--- config.mk ---
export PLATFORM = sky130hd
export DESIGN_NAME = button_mmio
export DESIGN_NICKNAME = d
export VERILOG_FILES = /design/src/rtl/mmio_pkg.sv /design/src/rtl/btn_debounce.sv /design/src/rtl/button_mmio.sv
export SDC_FILE = /design/constraint.sdc
export NUM_CORES = 1
export LEC_CHECK = 0
export ABC_AREA = 1
export CORE_AREA = 2 2 118 120
export CTS_BUF_LIST = sky130_fd_sc_hd__clkbuf_16
export CTS_CLUSTER_DIAMETER = 200
export DETAILED_ROUTE_END_ITERATION = 16
export DIE_AREA = 0 0 120 122
export PLACE_DENSITY = 0.65
export RECOVER_POWER = 50
export SLEW_MARGIN = 10
export SYNTH_ARGS = -nofsm -noshare
export SYNTH_HDL_FRONTEND = slang
export SYNTH_SLANG_ARGS = --single-unit
export TNS_END_PERCENT = 30
--- constraint.sdc ---
create_clock -name clk -period 3.95 [get_ports clk]
set_clock_uncertainty 0.2 [all_clocks]
set_input_delay 0.5925 -clock clk [delete_from_list [all_inputs] [get_ports clk]]
set_output_delay 0.5925 -clock clk [all_outputs]
set_load 0.01 [all_outputs]
--- src/rtl/mmio_pkg.sv ---
// Shared MMIO definitions for the button/texture block.
// Holds the register offsets relative to BASE_ADDR.
package mmio_pkg;

  typedef enum logic [1:0] {
    REG_STATUS  = 2'd0,
    REG_PENDING = 2'd1,
    REG_TEXTURE = 2'd2
  } reg_off_e;

  localparam int NUM_REGS = 3;

endpackage

--- src/rtl/btn_debounce.sv ---
// One push-button: 2-flop synchronizer, debouncer, press detect.
// Ports: clk, reset, i_btn (raw), o_level (debounced), o_press (0->1 pulse).
module btn_debounce #(
  parameter int DEBOUNCE_CYCLES = 250000
) (
  input  logic clk,
  input  logic reset,
  input  logic i_btn,
  output logic o_level,
  output logic o_press
);

  localparam int CW =
    (DEBOUNCE_CYCLES > 1) ? $clog2(DEBOUNCE_CYCLES) : 1;
  localparam logic [CW-1:0] LAST = CW'(DEBOUNCE_CYCLES - 1);

  logic          r_sync1;
  logic          r_sync2;
  logic          r_level;
  logic          r_level_q;
  logic [CW-1:0] r_cnt;

  always_ff @(posedge clk) begin
    if (reset) begin
      r_sync1   <= 1'b0;
      r_sync2   <= 1'b0;
      r_level   <= 1'b0;
      r_level_q <= 1'b0;
      r_cnt     <= '0;
    end else begin
      r_sync1   <= i_btn;
      r_sync2   <= r_sync1;
      r_level_q <= r_level;
      if (r_sync2 == r_level) begin
        r_cnt <= '0;
      end else if (r_cnt == LAST) begin
        // This edge is the DEBOUNCE_CYCLES-th differing sample.
        r_level <= r_sync2;
        r_cnt   <= '0;
      end else begin
        r_cnt <= r_cnt + 1'b1;
      end
    end
  end

  assign o_level = r_level;
  assign o_press = r_level & ~r_level_q;

endmodule

--- src/rtl/button_mmio.sv ---
// Memory-mapped push-button block: STATUS, W1C PENDING, TEXTURE.
// Ports: clk, reset, addr/mwe/data/ram_q/data_out (CPU), btn, texture_idx, btn_pending.
module button_mmio
  import mmio_pkg::*;
#(
  parameter int          NUM_BTN         = 4,
  parameter int          DEBOUNCE_CYCLES = 250000,
  parameter int          NUM_TEXTURES    = 16,
  parameter int          TEX_W           = 4,
  parameter logic [11:0] BASE_ADDR       = 12'hFF0
) (
  input  logic               clk,
  input  logic               reset,
  input  logic [11:0]        addr,
  input  logic               mwe,
  input  logic [31:0]        data,
  input  logic [31:0]        ram_q,
  output logic [31:0]        data_out,
  input  logic [NUM_BTN-1:0] btn,
  output logic [TEX_W-1:0]   texture_idx,
  output logic [NUM_BTN-1:0] btn_pending
);

  localparam logic [TEX_W:0] NT = (TEX_W + 1)'(NUM_TEXTURES);
  localparam logic [TEX_W-1:0] TMAX = TEX_W'(NUM_TEXTURES - 1);

  logic [NUM_BTN-1:0] w_level;
  logic [NUM_BTN-1:0] w_press;
  logic [NUM_BTN:0]   w_press_x;
  logic [NUM_BTN-1:0] w_clr;
  logic [11:0]        w_off;
  logic               w_hit;
  logic               w_sel_st;
  logic               w_sel_pd;
  logic               w_sel_tx;
  logic               w_inc;
  logic               w_dec;
  logic [TEX_W:0]     w_wr_mod;
  logic [TEX_W-1:0]   w_tex_inc;
  logic [TEX_W-1:0]   w_tex_dec;
  logic               w_unused;

  logic [NUM_BTN-1:0] r_pend;
  logic [TEX_W-1:0]   r_tex;

  for (genvar gi = 0; gi < NUM_BTN; gi++) begin : g_btn
    btn_debounce #(
      .DEBOUNCE_CYCLES(DEBOUNCE_CYCLES)
    ) u_db (
      .clk    (clk),
      .reset  (reset),
      .i_btn  (btn[gi]),
      .o_level(w_level[gi]),
      .o_press(w_press[gi])
    );
  end

  assign w_off    = addr - BASE_ADDR;
  assign w_hit    = (w_off < 12'(NUM_REGS));
  assign w_sel_st = w_hit && (w_off[1:0] == REG_STATUS);
  assign w_sel_pd = w_hit && (w_off[1:0] == REG_PENDING);
  assign w_sel_tx = w_hit && (w_off[1:0] == REG_TEXTURE);

  // Zero pad so a single-button build sees no decrement event.
  assign w_press_x = {1'b0, w_press};
  assign w_inc     = w_press_x[0];
  assign w_dec     = w_press_x[1];

  assign w_clr = (mwe && w_sel_pd) ? data[NUM_BTN-1:0] : '0;

  assign w_wr_mod  = {1'b0, data[TEX_W-1:0]} % NT;
  assign w_tex_inc = (r_tex == TMAX) ? '0 : r_tex + 1'b1;
  assign w_tex_dec = (r_tex == '0) ? TMAX : r_tex - 1'b1;

  assign w_unused = ^{data, w_wr_mod, w_press_x};

  always_ff @(posedge clk) begin
    if (reset) begin
      r_pend <= '0;
      r_tex  <= '0;
    end else begin
      // Set is ORed after the clear so a same-edge press wins.
      r_pend <= (r_pend & ~w_clr) | w_press;
      if (mwe && w_sel_tx) begin
        r_tex <= w_wr_mod[TEX_W-1:0];
      end else if (w_inc && !w_dec) begin
        r_tex <= w_tex_inc;
      end else if (w_dec && !w_inc) begin
        r_tex <= w_tex_dec;
      end
    end
  end

  always_comb begin
    data_out = ram_q;
    unique case (1'b1)
      w_sel_st: data_out = 32'(w_level);
      w_sel_pd: data_out = 32'(r_pend);
      w_sel_tx: data_out = 32'(r_tex);
      default:  data_out = ram_q;
    endcase
  end

  assign btn_pending = r_pend;
  assign texture_idx = r_tex;

endmodule
# Yosys cells after proc, flatten, opt, wreduce, memory -nomap -nowiden
# Index checks and enable logic that the tools add are counted.
[totals]
ff_bits = 96
wordCells = 83
output_inout_bits = 40
input_bits = 83
[op_classes]
order_cmp = 1
n_addsub = 7
n_mux = 7
n_eq_ne = 11
bitwise = 15
reduce_logical = 20
[op_table]
columns = ["op", "count"]
rows = [
  ["$pmux W32 S3", 1],
  ["$add A18 B1 Y18 const B", 4],
  ["$eq A18 B18 Y1 const B", 4],
  ["$mux W4", 6],
  ["$lt A12 B2 Y1 const B", 1],
  ["$reduce_or A3 Y1", 4],
  ["$sub A12 B12 Y12 const B", 1],
  ["$not A1 Y1", 8],
  ["$reduce_and A2 Y1", 4],
  ["$logic_and A1 B1 Y1", 7],
  ["$add A4 B1 Y4 const B", 1],
  ["$and A1 B1 Y1", 4],
  ["$and A4 B4 Y4", 1],
  ["$eq A1 B1 Y1", 4],
  ["$eq A4 B4 Y1 const B", 1],
  ["$logic_not A4 Y1", 1],
  ["$not A4 Y4", 1],
  ["$or A4 B4 Y4", 1],
  ["$sub A4 B1 Y4 const B", 1],
  ["$reduce_bool A3 Y1", 1],
  ["$eq A2 B1 Y1 const B", 1],
  ["$eq A2 B2 Y1 const B", 1],
  ["$logic_not A1 Y1", 2],
  ["$logic_not A2 Y1", 1],
]

# Longest topological paths before layout
# Gate-level depths: netlist (run 1).
[depth]
depth_word = 8
ltp_mapped = 11

# Modules after synthesis
# From an unflattened synthesis (run 1), not the netlist that was laid out.
[unflattened]
hier_cells = 796
area_unflattened_um2 = 5514.0
[modules_own_cells]
columns = ["mod", "seq_area_each_um2", "cells_each", "n_inst", "area_per_inst_um2"]
rows = [
  ["btn_debounce", 440.4, 150, 4, 1104.8],
  ["button_mmio", 160.2, 196, 1, 1094.8],
]

# Worst setup path after synthesis (run 1)
# OpenSTA, ideal clock, no wires.
[synth_path]
kind = "input port to output port"
start = "in addr[9]"
end = "out data_out[0]"
arrival_time_ns = 1.489
path_buffers = 1
slack_ns = 1.669
path_stages = 7
path_cell_list = "nand2_1 > nor2_1 > nand3b_1 > nor2_1 > buf_2 > nand3_1 > nand4_1"
[synth_between]
elab_chain_cells = 4
elab_cells_between_ends = 6
[synth_rtl]
columns = ["element", "line", "source"]
rows = [
  ["start: declaration", "button_mmio.sv:14", "input logic [11:0] addr,"],
  ["$sub A12 B12 Y12 *", "button_mmio.sv:58", "assign w_off = addr - BASE_ADDR;"],
  ["$lt A12 B2 Y1 *", "button_mmio.sv:59", "assign w_hit = (w_off < 12'(NUM_REGS));"],
  ["$logic_and A1 B1 Y1, on equally long branches", "button_mmio.sv:62, button_mmio.sv:60, button_mmio.sv:61", ""],
  ["$pmux W32 S3 *", "button_mmio.sv:96", "unique case (1'b1)"],
  ["end: declaration", "button_mmio.sv:18", "output logic [31:0] data_out,"],
]
# Mark *: on every way between the ends. The rest lies on a longest branch, timed or not.

# Worst setup path after layout (run 1)
[layout_path]
start = "in addr[0]"
end = "out data_out[23]"
[layout_between]
elab_chain_cells = 4
elab_cells_between_ends = 9
[layout_rtl]
columns = ["element", "line"]
rows = [
  ["$sub A12 B12 Y12 *", "button_mmio.sv:58"],
  ["$lt A12 B2 Y1, or another cell as far along", "button_mmio.sv:59"],
  ["$logic_and A1 B1 Y1, on equally long branches", "button_mmio.sv:62, button_mmio.sv:60, button_mmio.sv:61"],
  ["$pmux W32 S3 *", "button_mmio.sv:96"],
]
# Marked as above.

==> run metrics, run 1 <==
f_max=302 MHz; Placeable Area=13500 um^2; PnR worst setup slack=640 ps; vias in the first global route=4359; RSZ-0062 raised after global routing=no; Layout Area Growth over Synthesis=25.6%; fin. max-slew vios=0; clk slew on worst S/H paths=60 ps; Worst R2R Start=g_btn[1].u_db.r_cnt[0]$_SDFF_PP0_; # DRC=0; initial antenna violation count=0; Arr. time, crit path=2520 ps; Fill cells=1373; clk root buf=clkbuf_16; Worst Setup Path Type=input pin to output port; ANT cells=0; setup TNS=0 ps; Max-Cap Viols=0; startpoint types=input pin; antenna-violating nets left=0; Slew @ Worst Pin=762 ps; PD cells=307 nW/um^2; total vias in the final route=4937; Num CTS Buffers=9; GR Overflow Total=0; worst-path fanout max=29; IO buf count=94; TritonRoute pass-1 iters=4; detailed placer's ending HPWL=9240 um; status=finished clean; pre-CTS setup slack=625 ps; global-route wire length before repair=20000 um; die width=120 um; register area share after synthesis=36.9%; Synth Register Bits=96; number of synthesis warnings=0; clk_lat worst skew=340 ps; Final setup viols=0; IO Pins=123; Avg Inst Size Synth=6.86 um^2; Die Height=122 um; routed len/inst=11.6 um; leakage=2.48 nW; Req. time, crit path=3160 ps; Syn Std Cell Area=5210 um^2; RePlAce Congestion=0.875; CTS tree=yes; Fin. Hold Viols=0; CP Launch Point=addr[0]; layout cell share with drive strength beyond 1=6.88%; Via density=4.76; fin nets=945; Total GRT Usage=16.7%; CTS Sinks=96; syn nets=850; largest net degree at the start of global routing=30; CP endpoint kind=output port; final worst path period need=3310 ps; Tcrit/Tclk final=83.8%; worst hold path type=register to register; Synth Instances=759; Longest Clk Path Bufs=2; Max transition margin=49.1%; Routed WL=12000 um; H-tree Lvls=3; cts hold-fix bufs=0; synth unique cells=38; Initial Util=38.6%; Iter 0 DRT Violations=267; VDD IR max=0.200 mV; die footprint=14600 um^2; buffer count from post-CTS setup fixing=0; HP Start=g_btn[3].u_db.r_sync1$_SDFF_PP0_; post-cts resize count=0; num rows=43
metrics by stage:
step                      utilization, %  area [um^2]  hold WS (ps)  total power, mW  cells
after floorplan                        -         5210           188             1.05    759
after global placement              46.6         6290           188             1.14   1023
after detailed placement            46.6         6290           197             1.15   1023
after CTS                           48.8         6590           207             2.04   1038
after global routing                48.4         6540           224             2.10   1038
final                               48.4         6540           206             2.01   1038
where the power goes:
group          leakage (nW)  internal, mW  switching (mW)
logic                  1.55        0.0866          0.0574
clock network         0.158         0.544           0.346
registers             0.775         0.973         0.00323
total                  2.48          1.60           0.407
layer usage:
| metal | vias up | GRT usage [%] | routed length [um] | share of wire [%] |
|---|---|---|---|---|
| met5 | - | 0 | 0 | 0 |
| met2 | 154 | 28.5 | 5570 | 46 |
| met1 | 2150 | 20.9 | 5480 | 46 |
| li1 | 2623 | - | - | - |
| met4 | 0 | 5.66 | 131 | 1.1 |
| met3 | 10 | 3.79 | 850 | 7.1 |
cell usage in the layout (no fill, tap or decap), types with 9 or more instances in the layout:
master,Yosys,layout
nor2_1,99,99
nand2_1,160,162
a21oi_1,25,28
clkdlybuf4s50_1,0,86
nor3_1,33,34
nand4_1,32,32
xor2_1,13,13
dfxtp_1,96,96
o21ai_0,11,11
nand3_1,63,64
inv_1,119,122
clkbuf_16,0,9
nor2_2,17,17
worst max-delay path, cell delays in order:
cell,delay (ps)
clkdlybuf4s50_1,570
nand2_1,120
nand3_1,120
inv_1,60
nand3_1,60
buf_4,280
nand2_1,120
inv_1,70
clkdlybuf4s50_1,520
layout make-up:
type	instances	area (um^2)	area share, %
Clock inverter	6	77.6	1.19
Timing Repair Buffer	98	963	14.7
Sequential cell	96	1920	29.4
Inverter	121	454	6.94
Clock buffer	9	225	3.44
Tap cell	180	225	3.44
Multi-Input combinational cell	528	2670	40.9
state kept, by name, indices dropped and copies added (netlist names):
name                  cells
g_btn.u_db.r_cnt         72
btn_pending               4
g_btn.u_db.o_level        4
g_btn.u_db.r_level_q      4
g_btn.u_db.r_sync1        4
g_btn.u_db.r_sync2        4
texture_idx               4
worst paths after layout:
check | end | slack [ps] | depth (start not counted)
worst min-delay path | g_btn[3].u_db.r_sync2$_SDFF_PP0_ | 210 | 2
worst max-delay path | data_out[23] | 640 | 9
worst min register to register | g_btn[3].u_db.r_sync2$_SDFF_PP0_ | 210 | 2
worst max register to register | g_btn[1].u_db.r_cnt[9]$_SDFF_PP0_ | 1690 | 7
Yosys cell counts, drive strengths merged:
library cell / instances / area (um^2)
nand2: 167 / 654
inv: 121 / 454
nor2: 119 / 512
dfxtp: 96 / 1920
nand3: 65 / 335
nor3: 41 / 258
a21oi: 35 / 213
nand4: 32 / 200
xor2: 13 / 114
buf: 12 / 108
o21ai: 12 / 60.1
ha: 8 / 100
or2: 8 / 50.1
nand3b: 6 / 45.0
nor3b: 6 / 55.1
xnor2: 6 / 52.6
a31oi: 5 / 31.3
clkbuf: 2 / 7.51
o31ai: 2 / 15.0
and3: 1 / 6.26
nor4: 1 / 6.26
o211ai: 1 / 7.51
cells by family (layout without fill, tap and decap cells):
group | count (synthesis) | in the layout | share of synthesized area (%)
xor+xnor | 19 | 19 | 3.20
fa+ha+maj | 8 | 8 | 1.92
compound gates | 55 | 55 | 6.27
flops | 96 | 96 | 36.9
buf+inv | 135 | 234 | 10.9
simple gates | 446 | 446 | 40.8
No activity file was read; power rests on OpenSTA's default activity.
==> run 2: changes to the inputs <==
Clock period 3.95 ns to 3.4 ns, I/O delays scaled along.
==> run metrics, run 2 (synthesis results as in run 1) <==
Arr. time, crit path=2420 ps (-100 ps); Worst Setup Path Type=input pin to output port; Fin. Hold Viols=0 (unchanged); most common cell after layout, fill and taps aside=nand2_1; routed len/inst=11.6 um (+0.13%); die width=120 um (unchanged); CP endpoint kind=output port; Via density=4.65 (-2.2%); f_max=319 MHz; clk slew on worst S/H paths=60 ps (about the same); Slew @ Worst Pin=797 ps (+34.6 ps); fin util=48.6% (+0.13 points); Comb power frac=7.1% (about the same); register bank with the most flops=g_btn.u_db.r_cnt; worst-path fanout max=13 (-55%); ANT cells=0 (unchanged); cts hold-fix bufs=0 (unchanged); num rows=43 (unchanged); max reg flops=72 (unchanged); CP delay by family, top=buffers and inverters; vias in the first global route=4318 (-0.94%); global-route wire length before repair=19700 um (-1.1%); post-cts resize count=0 (unchanged); buffer count from post-CTS setup fixing=0 (unchanged); Post-DP Area=6300 um^2 (+0.20%); pre-CTS setup slack=322 ps (-303 ps); RSZ-0062 raised after global routing=no; clk_lat worst skew=340 ps (about the same); Longest Clk Path Bufs=2 (unchanged); detailed placer's ending HPWL=9210 um (-0.39%); final worst path period need=3130 ps; H-tree Lvls=3 (unchanged); fin nets=945 (unchanged); Max-Cap Viols=0 (unchanged); slowest library cell on the worst path=dlygate4sd3_1; initial antenna violation count=0 (unchanged); internal power=1.86 mW (+16%); IO Pins=123 (unchanged); Switching Fraction=20.9% (+0.61 points); Max transition margin=46.7% (-2.3 points); Seq pwr share=48.1% (-0.4 points); Final setup viols=0 (unchanged); layout cell share with drive strength beyond 1=6.87% (-0.0080 points); CTS Sinks=96 (unchanged); status=finished clean; largest net degree at the start of global routing=30 (unchanged); Routed WL=12100 um (+0.22%); Placeable Area=13500 um^2 (unchanged); largest stage delay on the critical path=550 ps (-20 ps); setup TNS=0 ps (unchanged); IO buf count=94 (unchanged); Iter 0 DRT Violations=172 (-36%); Die Height=122 um (unchanged); Clk pwr share=44.7% (+0.4 points); Num CTS Buffers=9 (unchanged); leakage=2.49 nW (+0.22%); Req. time, crit path=2690 ps (-470 ps); Sw Pwr=0.491 mW (+21%); worst hold path type=register to register; VDD IR max=0.232 mV (+16%); # DRC=0 (unchanged); Layout Area Growth over Synthesis=26.0%; total vias in the final route=4832 (-2.1%); Initial Util=38.6% (unchanged); CTS tree=yes; startpoint types=input pin; die footprint=14600 um^2 (unchanged); Design Area, Final=6560 um^2 (+0.27%); antenna-violating nets left=0 (unchanged); RePlAce Congestion=0.878 (+0.35%); GR Overflow Total=0 (unchanged); CP bufs+invs=4 (-1); clk root buf=clkbuf_16; PnR worst setup slack=267 ps (-373 ps); PD cells=359 nW/um^2 (+17%); most frequent cells in the layout=nand2_1, inv_1, nor2_1; TritonRoute pass-1 iters=4 (unchanged); Tcrit/Tclk final=92.1%; worst path cell trace=dlygate4sd3_1 -> nand2_1 -> nor2_1 -> nand3b_1 -> nor2_1 -> buf_4 -> inv_1 -> nand2_1 -> nand4_1 -> clkdlybuf4s50_1; Total GRT Usage=16.5% (-0.20 points); fin. max-slew vios=0 (unchanged)
## run 2: layer usage
layer | global-route usage (%) | share of wire [%]
met3 | 3.75 | 7.1
met5 | 0 | 0
met1 | 20.3 | 47
met2 | 28.1 | 45
met4 | 6.62 | 0.99
## run 2: worst paths after layout
kind | cells past startpoint | to | slack, ps | start
worst max-delay path | 10 | data_out[1] | 270 | addr[10]
worst min-delay path | 2 | g_btn[2].u_db.r_sync2$_SDFF_PP0_ | 200 | g_btn[2].u_db.r_sync1$_SDFF_PP0_
worst max register to register | 7 | g_btn[1].u_db.r_cnt[13]$_SDFF_PP0_ | 1010 | g_btn[1].u_db.r_cnt[0]$_SDFF_PP0_
worst min register to register | 2 | g_btn[2].u_db.r_sync2$_SDFF_PP0_ | 200 | g_btn[2].u_db.r_sync1$_SDFF_PP0_
## run 2: through the flow
stage	power (mW)	cells	hold slack, ps
final	2.36	1039	203
after global routing	2.44	1039	214
after CTS	2.38	1039	202
after detailed placement	1.33	1023	193
after global placement	1.33	1023	190
after floorplan	1.22	759	188
## run 2: power by group through the flow
stage | Combinational (mW) | Sequential [mW] | Clock, mW
after floorplan | 0.0601 | 1.16 | 0
after detailed placement | 0.171 | 1.16 | 0
after CTS | 0.172 | 1.13 | 1.07
final | 0.168 | 1.13 | 1.05
after global placement | 0.171 | 1.16 | 0
after global routing | 0.181 | 1.13 | 1.12
## run 2: tightest hold or removal path, stage by stage, from the launching register on
cell and delay [ps]:
dfxtp_1 300, inv_1 40, nor2_1 30
## run 2: layout make-up
| cell class | count | area [um^2] |
|---|---|---|
| Fill cell | 1337 | 6950 |
| Multi-Input combinational cell | 528 | 2680 |
| Sequential cell | 96 | 1920 |
| Timing Repair Buffer | 98 | 976 |
| Inverter | 121 | 454 |
| Clock buffer | 9 | 225 |
| Tap cell | 180 | 225 |
| Clock inverter | 7 | 80.1 |
==> run 3: changes to the inputs <==
Settings changed: CTS_CLUSTER_DIAMETER 200 to not set.
==> results of run 3 <==
The final DEF is identical to that of run 2; final timing and power are the same.
